$ cat src/rtl/hamming7_tx_sched.sv
// Two-source round-robin scheduler feeding a registered Hamming(7,4)
// encoder with periodic single-bit error injection.
module hamming7_tx_sched #(
  parameter int INJ_PERIOD = 8,
  parameter int CNT_W      = 8
) (
  input  logic       clock,
  input  logic       reset_n,
  input  logic       req0_valid,
  input  logic [3:0] req0_data,
  output logic       req0_ready,
  input  logic       req1_valid,
  input  logic [3:0] req1_data,
  output logic       req1_ready,
  input  logic       inj_en,
  input  logic [2:0] inj_pos,
  output logic       cw_valid,
  output logic [6:0] cw_data,
  output logic       cw_src,
  output logic       cw_err,
  input  logic       cw_ready
);

  typedef enum logic {
    EMPTY = 1'b0,
    FULL  = 1'b1
  } state_t;

  localparam logic [CNT_W-1:0] CNT_LAST =
    CNT_W'(INJ_PERIOD - 1);

  state_t           state_q;
  state_t           state_d;
  logic             last_grant;
  logic [CNT_W-1:0] inj_cnt;

  logic       load;
  logic       grant1;
  logic       accept;
  logic       flip;
  logic [3:0] word;
  logic [6:0] code;
  logic [6:0] mask;

  assign cw_valid = (state_q == FULL);
  assign load     = ~cw_valid | cw_ready;

  // Source 1 wins contention only when source 0 was granted last.
  assign grant1 = req1_valid & (~req0_valid | ~last_grant);

  assign req0_ready = load & ~grant1;
  assign req1_ready = load & grant1;
  assign accept     = load & (req0_valid | req1_valid);

  assign word = grant1 ? req1_data : req0_data;

  // Positions 7..1 = d4 d3 d2 p3 d1 p2 p1
  assign code = {
    word[3], word[2], word[1],
    word[1] ^ word[2] ^ word[3],
    word[0],
    word[0] ^ word[2] ^ word[3],
    word[0] ^ word[1] ^ word[3]
  };

  assign flip = accept & inj_en
              & (inj_cnt == CNT_LAST)
              & (inj_pos != 3'd0);

  always_comb begin
    mask = 7'd0;
    if (flip)
      mask = 7'd1 << (inj_pos - 3'd1);
  end

  always_comb begin
    state_d = state_q;
    unique case (state_q)
      EMPTY: if (accept) state_d = FULL;
      FULL:  if (cw_ready && !accept) state_d = EMPTY;
      default: state_d = EMPTY;
    endcase
  end

  always_ff @(posedge clock or negedge reset_n) begin
    if (!reset_n) begin
      state_q <= EMPTY;
    end else begin
      state_q <= state_d;
    end
  end

  always_ff @(posedge clock or negedge reset_n) begin
    if (!reset_n) begin
      cw_data    <= 7'd0;
      cw_src     <= 1'b0;
      cw_err     <= 1'b0;
      last_grant <= 1'b1;
    end else if (accept) begin
      cw_data    <= code ^ mask;
      cw_src     <= grant1;
      cw_err     <= flip;
      last_grant <= grant1;
    end
  end

  always_ff @(posedge clock or negedge reset_n) begin
    if (!reset_n) begin
      inj_cnt <= '0;
    end else if (!inj_en) begin
      inj_cnt <= '0;
    end else if (accept) begin
      if (inj_cnt == CNT_LAST)
        inj_cnt <= '0;
      else
        inj_cnt <= inj_cnt + 1'b1;
    end
  end

endmodule
$ cat config.mk
export PLATFORM = sky130hd
export DESIGN_NAME = hamming7_tx_sched
export DESIGN_NICKNAME = d
export VERILOG_FILES = /design/src/rtl/hamming7_tx_sched.sv
export SDC_FILE = /design/constraint.sdc
export NUM_CORES = 1
export LEC_CHECK = 0
export ABC_AREA = 1
export BUFFER_PORTS_ARGS = -buffer_cell sky130_fd_sc_hd__buf_2
export CORE_MARGIN = 8
export CORE_UTILIZATION = 57
export CTS_CLUSTER_SIZE = 8
export DETAILED_ROUTE_END_ITERATION = 7
export PLACE_DENSITY_LB_ADDON = 0.12
export RECOVER_POWER = 100
export SKIP_LAST_GASP = 1
export SLEW_MARGIN = 20
export SYNTH_ARGS = -nofsm -noshare
export SYNTH_HDL_FRONTEND = slang
export SYNTH_SLANG_ARGS = --single-unit
$ cat constraint.sdc
create_clock -name clock -period 4.5 [get_ports clock]
set_clock_uncertainty 0.2 [all_clocks]
set_input_delay 0.9 -clock clock [delete_from_list [all_inputs] [get_ports clock]]
set_output_delay 0.9 -clock clock [all_outputs]
set_load 0.02 [all_outputs]
# Yosys cells after proc, flatten, opt, wreduce, memory -nomap -nowiden
# Cells that the tools add are included.
# totals
elab_cells	43
input_bits	17
ff_bits	19
output_inout_bits	12
# op_classes
n_eq_ne	2
n_bitwise	21
shift	1
n_mux	8
n_addsub	2
reduce_logical	3
# op_table
op	n
$mux W8	3
$add A8 B1 Y8 const B	1
$eq A8 B3 Y1 const B	1
$and A1 B1 Y1	7
$mux W7	1
$shl A1 B3 Y7 const A	1
$xor A7 B7 Y7	1
$xor A1 B1 Y1	6
$mux W4	1
$not A1 Y1	4
$or A1 B1 Y1	3
$reduce_bool A3 Y1	1
$sub A3 B1 Y3 const B	1
$mux W1	2
$ne A2 B1 Y1 const B	1
$pmux W1 S2	1
$logic_and A1 B1 Y1	1
$logic_not A1 Y1	1

# Depth between registers and ports, before layout
# logic_depth
word_depth	8
depth_mapped	12
depth_no_buf	12

# Worst setup path before layout
# Ideal clock, no wire load.
# synth_timing
kind	input-to-output
from	in req1_valid
to	out req1_ready
setup_slack_ns	1.909
arrival_ns	1.491
path_buffers	1
path_stages	5
required_ns	3.400
cell_sequence	buf_6 inv_4 nand2_4 nand2_4 nor2_1
# synth_between
elab_chain_cells	2
# synth_lines
element	line_no	source
start, declared	12	input logic req1_valid,
$and A1 B1 Y1	49	assign grant1 = req1_valid & (~req0_valid | ~last_grant);
$and A1 B1 Y1	52	assign req1_ready = load & grant1;
end, declared	14	output logic req1_ready,
# Every way passes these cells.

# Worst setup path after layout
# Same ends and word-level chain as after synthesis.

==> impl_metrics.py <==
metrics = {
    "drt": {
        "route.antenna.remaining_nets": 0,
        "wl_um": 2990,
        "routed_via_density": 5.06,
        "detail_route.drc_violations": 0,
        "drt_first_iter_violations": 65,
        "wl_per_cell_um": 12.0,
        "dr_total_vias": 1261,
        "drt_pre_antenna_iters": 4,
    },
    "pwr": {
        "power.ir.vdd_worst_mv": 0.214,
        "power.static_leakage_nw": 0.782,
        "power.switching_fraction_pct": 35.3,
        "post-layout-total-power_mw": 0.398,
        "cellPowerDensity_mw_per_mm2": 274,
        "cell_internal_pwr_mw": 0.257,
        "sequential_power_share_pct": 49.7,
        "power.share.clock_pct": 21.1,
        "comb_power_share_pct": 29.2,
        "switchingPower_mw": 0.140,
    },
    "placement": {
        "post_dp_cell_area_mm2": 0.00150,
        "pre_cts_ws_ns": 1.75,
        "place.gp.congestion": 0.865,
        "buffer_ports.inserted": 28,
        "post-place-cells": 245,
        "dp.final_hpwl_um": 2440,
    },
    "logic_synthesis": {
        "synth_cells": 191,
        "synth_seq_area_share_pct": 35.6,
        "post_synth_main_area_contributors": "sky130_fd_sc_hd__dfrtp_1 34%, sky130_fd_sc_hd__nand2_1 19%, sky130_fd_sc_hd__inv_1 7.9%, sky130_fd_sc_hd__nand3_1 7.9%, sky130_fd_sc_hd__nand2_4 3.4%",
        "synth_top_area_share_pct": 33.7,
        "synth.net_count": 210,
        "most_frequently_used_cell_type_in_the_post_synthesis_netlist": "sky130_fd_sc_hd__nand2_1",
        "synth.lib_cells_used.distinct": 29,
        "synth_commonest_cells": "67 x sky130_fd_sc_hd__nand2_1, 28 x sky130_fd_sc_hd__inv_1, 21 x sky130_fd_sc_hd__nand3_1, 18 x sky130_fd_sc_hd__dfrtp_1, 8 x sky130_fd_sc_hd__nor2_1",
        "ys.warnings.count": 0,
        "synthesis_stage_register_bit_count": 19,
        "ys_dominant_reg_cell": "sky130_fd_sc_hd__dfrtp_1",
        "synth_enable_flop_cells": 0,
        "ys_async_sr_fraction_pct": 100,
        "synth_area_mm2": 0.00134,
        "netlist.top_cell.by_area": "sky130_fd_sc_hd__dfrtp_1",
        "synthesis.area_per_instance_um2": 7.00,
    },
    "cts": {
        "cts.sink_count": 19,
        "tritoncts": "built",
        "post_cts.resized_instances": 0,
        "ctsRootBufferMaster": "sky130_fd_sc_hd__clkbuf_4",
        "maximum_level_of_the_cts_h_tree": 1,
        "cts.clk_slew.worst_paths_ns": 0.10,
        "ctsLongestPathBuffers": 2,
        "clock_latency_ns": 0.29,
        "post-cts-setup-buffer-count": 0,
        "hold_buffers": 0,
        "cts-buffers-inserted": 3,
    },
    "run": {
        "drv_cap": 0,
    },
    "timing": {
        "timing.setup.tns_ns": 0,
        "timing.final.crit_share_pct": 73.2,
        "report.final.slew_viol_count": 0,
        "timing_hold_violations_final": 0,
        "achievable-frequency_ghz": 0.304,
        "worstMarginPinSlew_ns": 0.982,
        "period_minus_slack_ns": 3.29,
        "slew-limit-headroom_pct": 34.5,
        "endpoints_failing_setup": 0,
        "finalWorstSetupSlack_ns": 1.21,
        "rsz0062_at_grt": "no",
    },
    "grt": {
        "grt_antenna_before_repair": 0,
        "grt_pass1_wl_um": 5320,
        "grtUsageTotal_pct": 15.3,
        "first_global_vias": 1271,
        "overflow": 0,
        "largest_net_degree_at_the_start_of_global_routing": 20,
    },
    "status": {
        "status": "complete, no violations",
    },
    "layout": {
        "fin_nets": 241,
        "layout-drive-gt1-share_pct": 12.7,
        "instances_no_fill": 249,
        "num_antenna_cells": 0,
        "finalInstanceArea_mm2": 0.00145,
        "area_growth_pct": 8.42,
    },
    "setup_path": {
        "critical_path.endpoint_type": "output pin",
        "cp-start-kind": "input port",
        "worst-endpoint-required_ns": 3.40,
        "timing_worst_setup_path_type": "in -> out",
        "crit_fanout": 13,
        "cp_data_arrival_time_ns": 2.19,
    },
    "die": {
        "die_height_um": 64.4,
        "num_rows": 17,
        "die_width_um": 64.4,
        "ios": 29,
        "core_area_mm2": 0.00221,
        "fp.dieArea_mm2": 0.00415,
        "initial_utilization_pct": 60.5,
    },
    "hold_path": {
        "min-delay-path-class": "reg -> reg",
    },
}
-- cells by family after synthesis --
| kind of cell | after synthesis | synth area share [%] |
|---|---|---|
| and+or+nand+nor | 117 | 42.7 |
| xor gates and xnor gates | 5 | 3.27 |
| buffers and inverters | 35 | 10.6 |
| DFF | 19 | 35.6 |
| AOI/OAI and AO/OA | 13 | 5.89 |
| adders and majority gates | 2 | 1.87 |
-- routing by layer --
| layer | GRT usage [%] | vias up | part of all wire [%] |
|---|---|---|---|
| met2 | 26.8 | 30 | 48 |
| li1 | - | 659 | - |
| met1 | 18.4 | 569 | 45 |
| met3 | 4.81 | 3 | 6.4 |
| met4 | 1.63 | 0 | 0.40 |
| met5 | 0 | - | 0 |
-- layout by cell type, fill, tap and decap left out --
cell type | Yosys | layout
sky130_fd_sc_hd__nand2_2 | 1 | 1
sky130_fd_sc_hd__nand3_1 | 21 | 22
sky130_fd_sc_hd__ha_1 | 2 | 2
sky130_fd_sc_hd__o21ai_0 | 3 | 4
sky130_fd_sc_hd__a21oi_1 | 1 | 1
sky130_fd_sc_hd__nand4_1 | 2 | 2
sky130_fd_sc_hd__o21ai_1 | 2 | 1
sky130_fd_sc_hd__buf_2 | 0 | 15
sky130_fd_sc_hd__nor3_2 | 1 | 1
sky130_fd_sc_hd__clkinv_1 | 0 | 2
sky130_fd_sc_hd__o32ai_1 | 1 | 1
sky130_fd_sc_hd__nor2_4 | 3 | 1
sky130_fd_sc_hd__inv_1 | 28 | 28
sky130_fd_sc_hd__a31oi_1 | 1 | 1
sky130_fd_sc_hd__dfrtp_1 | 18 | 18
sky130_fd_sc_hd__clkinvlp_2 | 0 | 1
sky130_fd_sc_hd__nor2_1 | 8 | 13
sky130_fd_sc_hd__xor2_1 | 5 | 5
sky130_fd_sc_hd__inv_2 | 4 | 2
sky130_fd_sc_hd__dfstp_2 | 1 | 1
sky130_fd_sc_hd__clkbuf_1 | 1 | 14
sky130_fd_sc_hd__nor3_1 | 4 | 4
sky130_fd_sc_hd__o22ai_1 | 4 | 4
sky130_fd_sc_hd__o21ai_2 | 1 | 1
sky130_fd_sc_hd__nand2_1 | 67 | 69
sky130_fd_sc_hd__nand3b_1 | 2 | 2
sky130_fd_sc_hd__nand2_4 | 4 | 2
sky130_fd_sc_hd__clkbuf_4 | 0 | 3
-- worst max-delay path, cell delays in order --
cell                         delay, ns
sky130_fd_sc_hd__clkbuf_1         0.27
sky130_fd_sc_hd__clkinvlp_2       0.25
sky130_fd_sc_hd__nand2_4          0.08
sky130_fd_sc_hd__nand2_1          0.24
sky130_fd_sc_hd__nor2_1           0.21
sky130_fd_sc_hd__clkbuf_1         0.25
-- stage by stage --
stage                     hold slack [ns]  utilization (%)
after floorplan                     0.255                -
after global placement              0.264             67.7
after detailed placement            0.265             67.7
after CTS                           0.293             68.9
after global routing                0.316             65.6
final                               0.293             65.6
-- final cells by class --
type	count	area, um2
clock buffers	4	26.3
fillers	212	762
inverters	33	125
multi-input cells	137	663
flip-flops and latches	19	477
well taps	28	35.0
repair buffers	28	124
-- power groups by stage --
| stage | Sequential, mW | Clock, mW | Combinational (mW) |
|---|---|---|---|
| 3_3_place_gp | 0.200 | 0 | 0.124 |
| 6_report | 0.198 | 0.0838 | 0.116 |
| 4_1_cts | 0.197 | 0.0865 | 0.127 |
| 5_1_grt | 0.201 | 0.0922 | 0.133 |
| 3_5_place_dp | 0.201 | 0 | 0.127 |
| 2_1_floorplan | 0.216 | 0 | 0.0704 |
-- sequential cells by signal, indices dropped and copies added (netlist names) --
register,flops
cw_data,7
inj_cnt,8
last_grant,1
cw_err,1
cw_src,1
cw_valid,1
-- final timing paths --
path | start | to | slack, ns | depth (start not counted)
worst max-delay path | req1_valid | req1_ready | 1.21 | 6
worst min-delay path | cw_src | cw_src | 0.29 | 2
worst max register to register | cw_valid | inj_cnt[5] | 2.28 | 7
worst min register to register | cw_src | cw_src | 0.29 | 2
max in group asynchronous | reset_n | cw_data[5] | 2.98 | 1
min in group asynchronous | reset_n | inj_cnt[3] | 0.53 | 1
No activity file was read; power rests on OpenSTA's default activity.
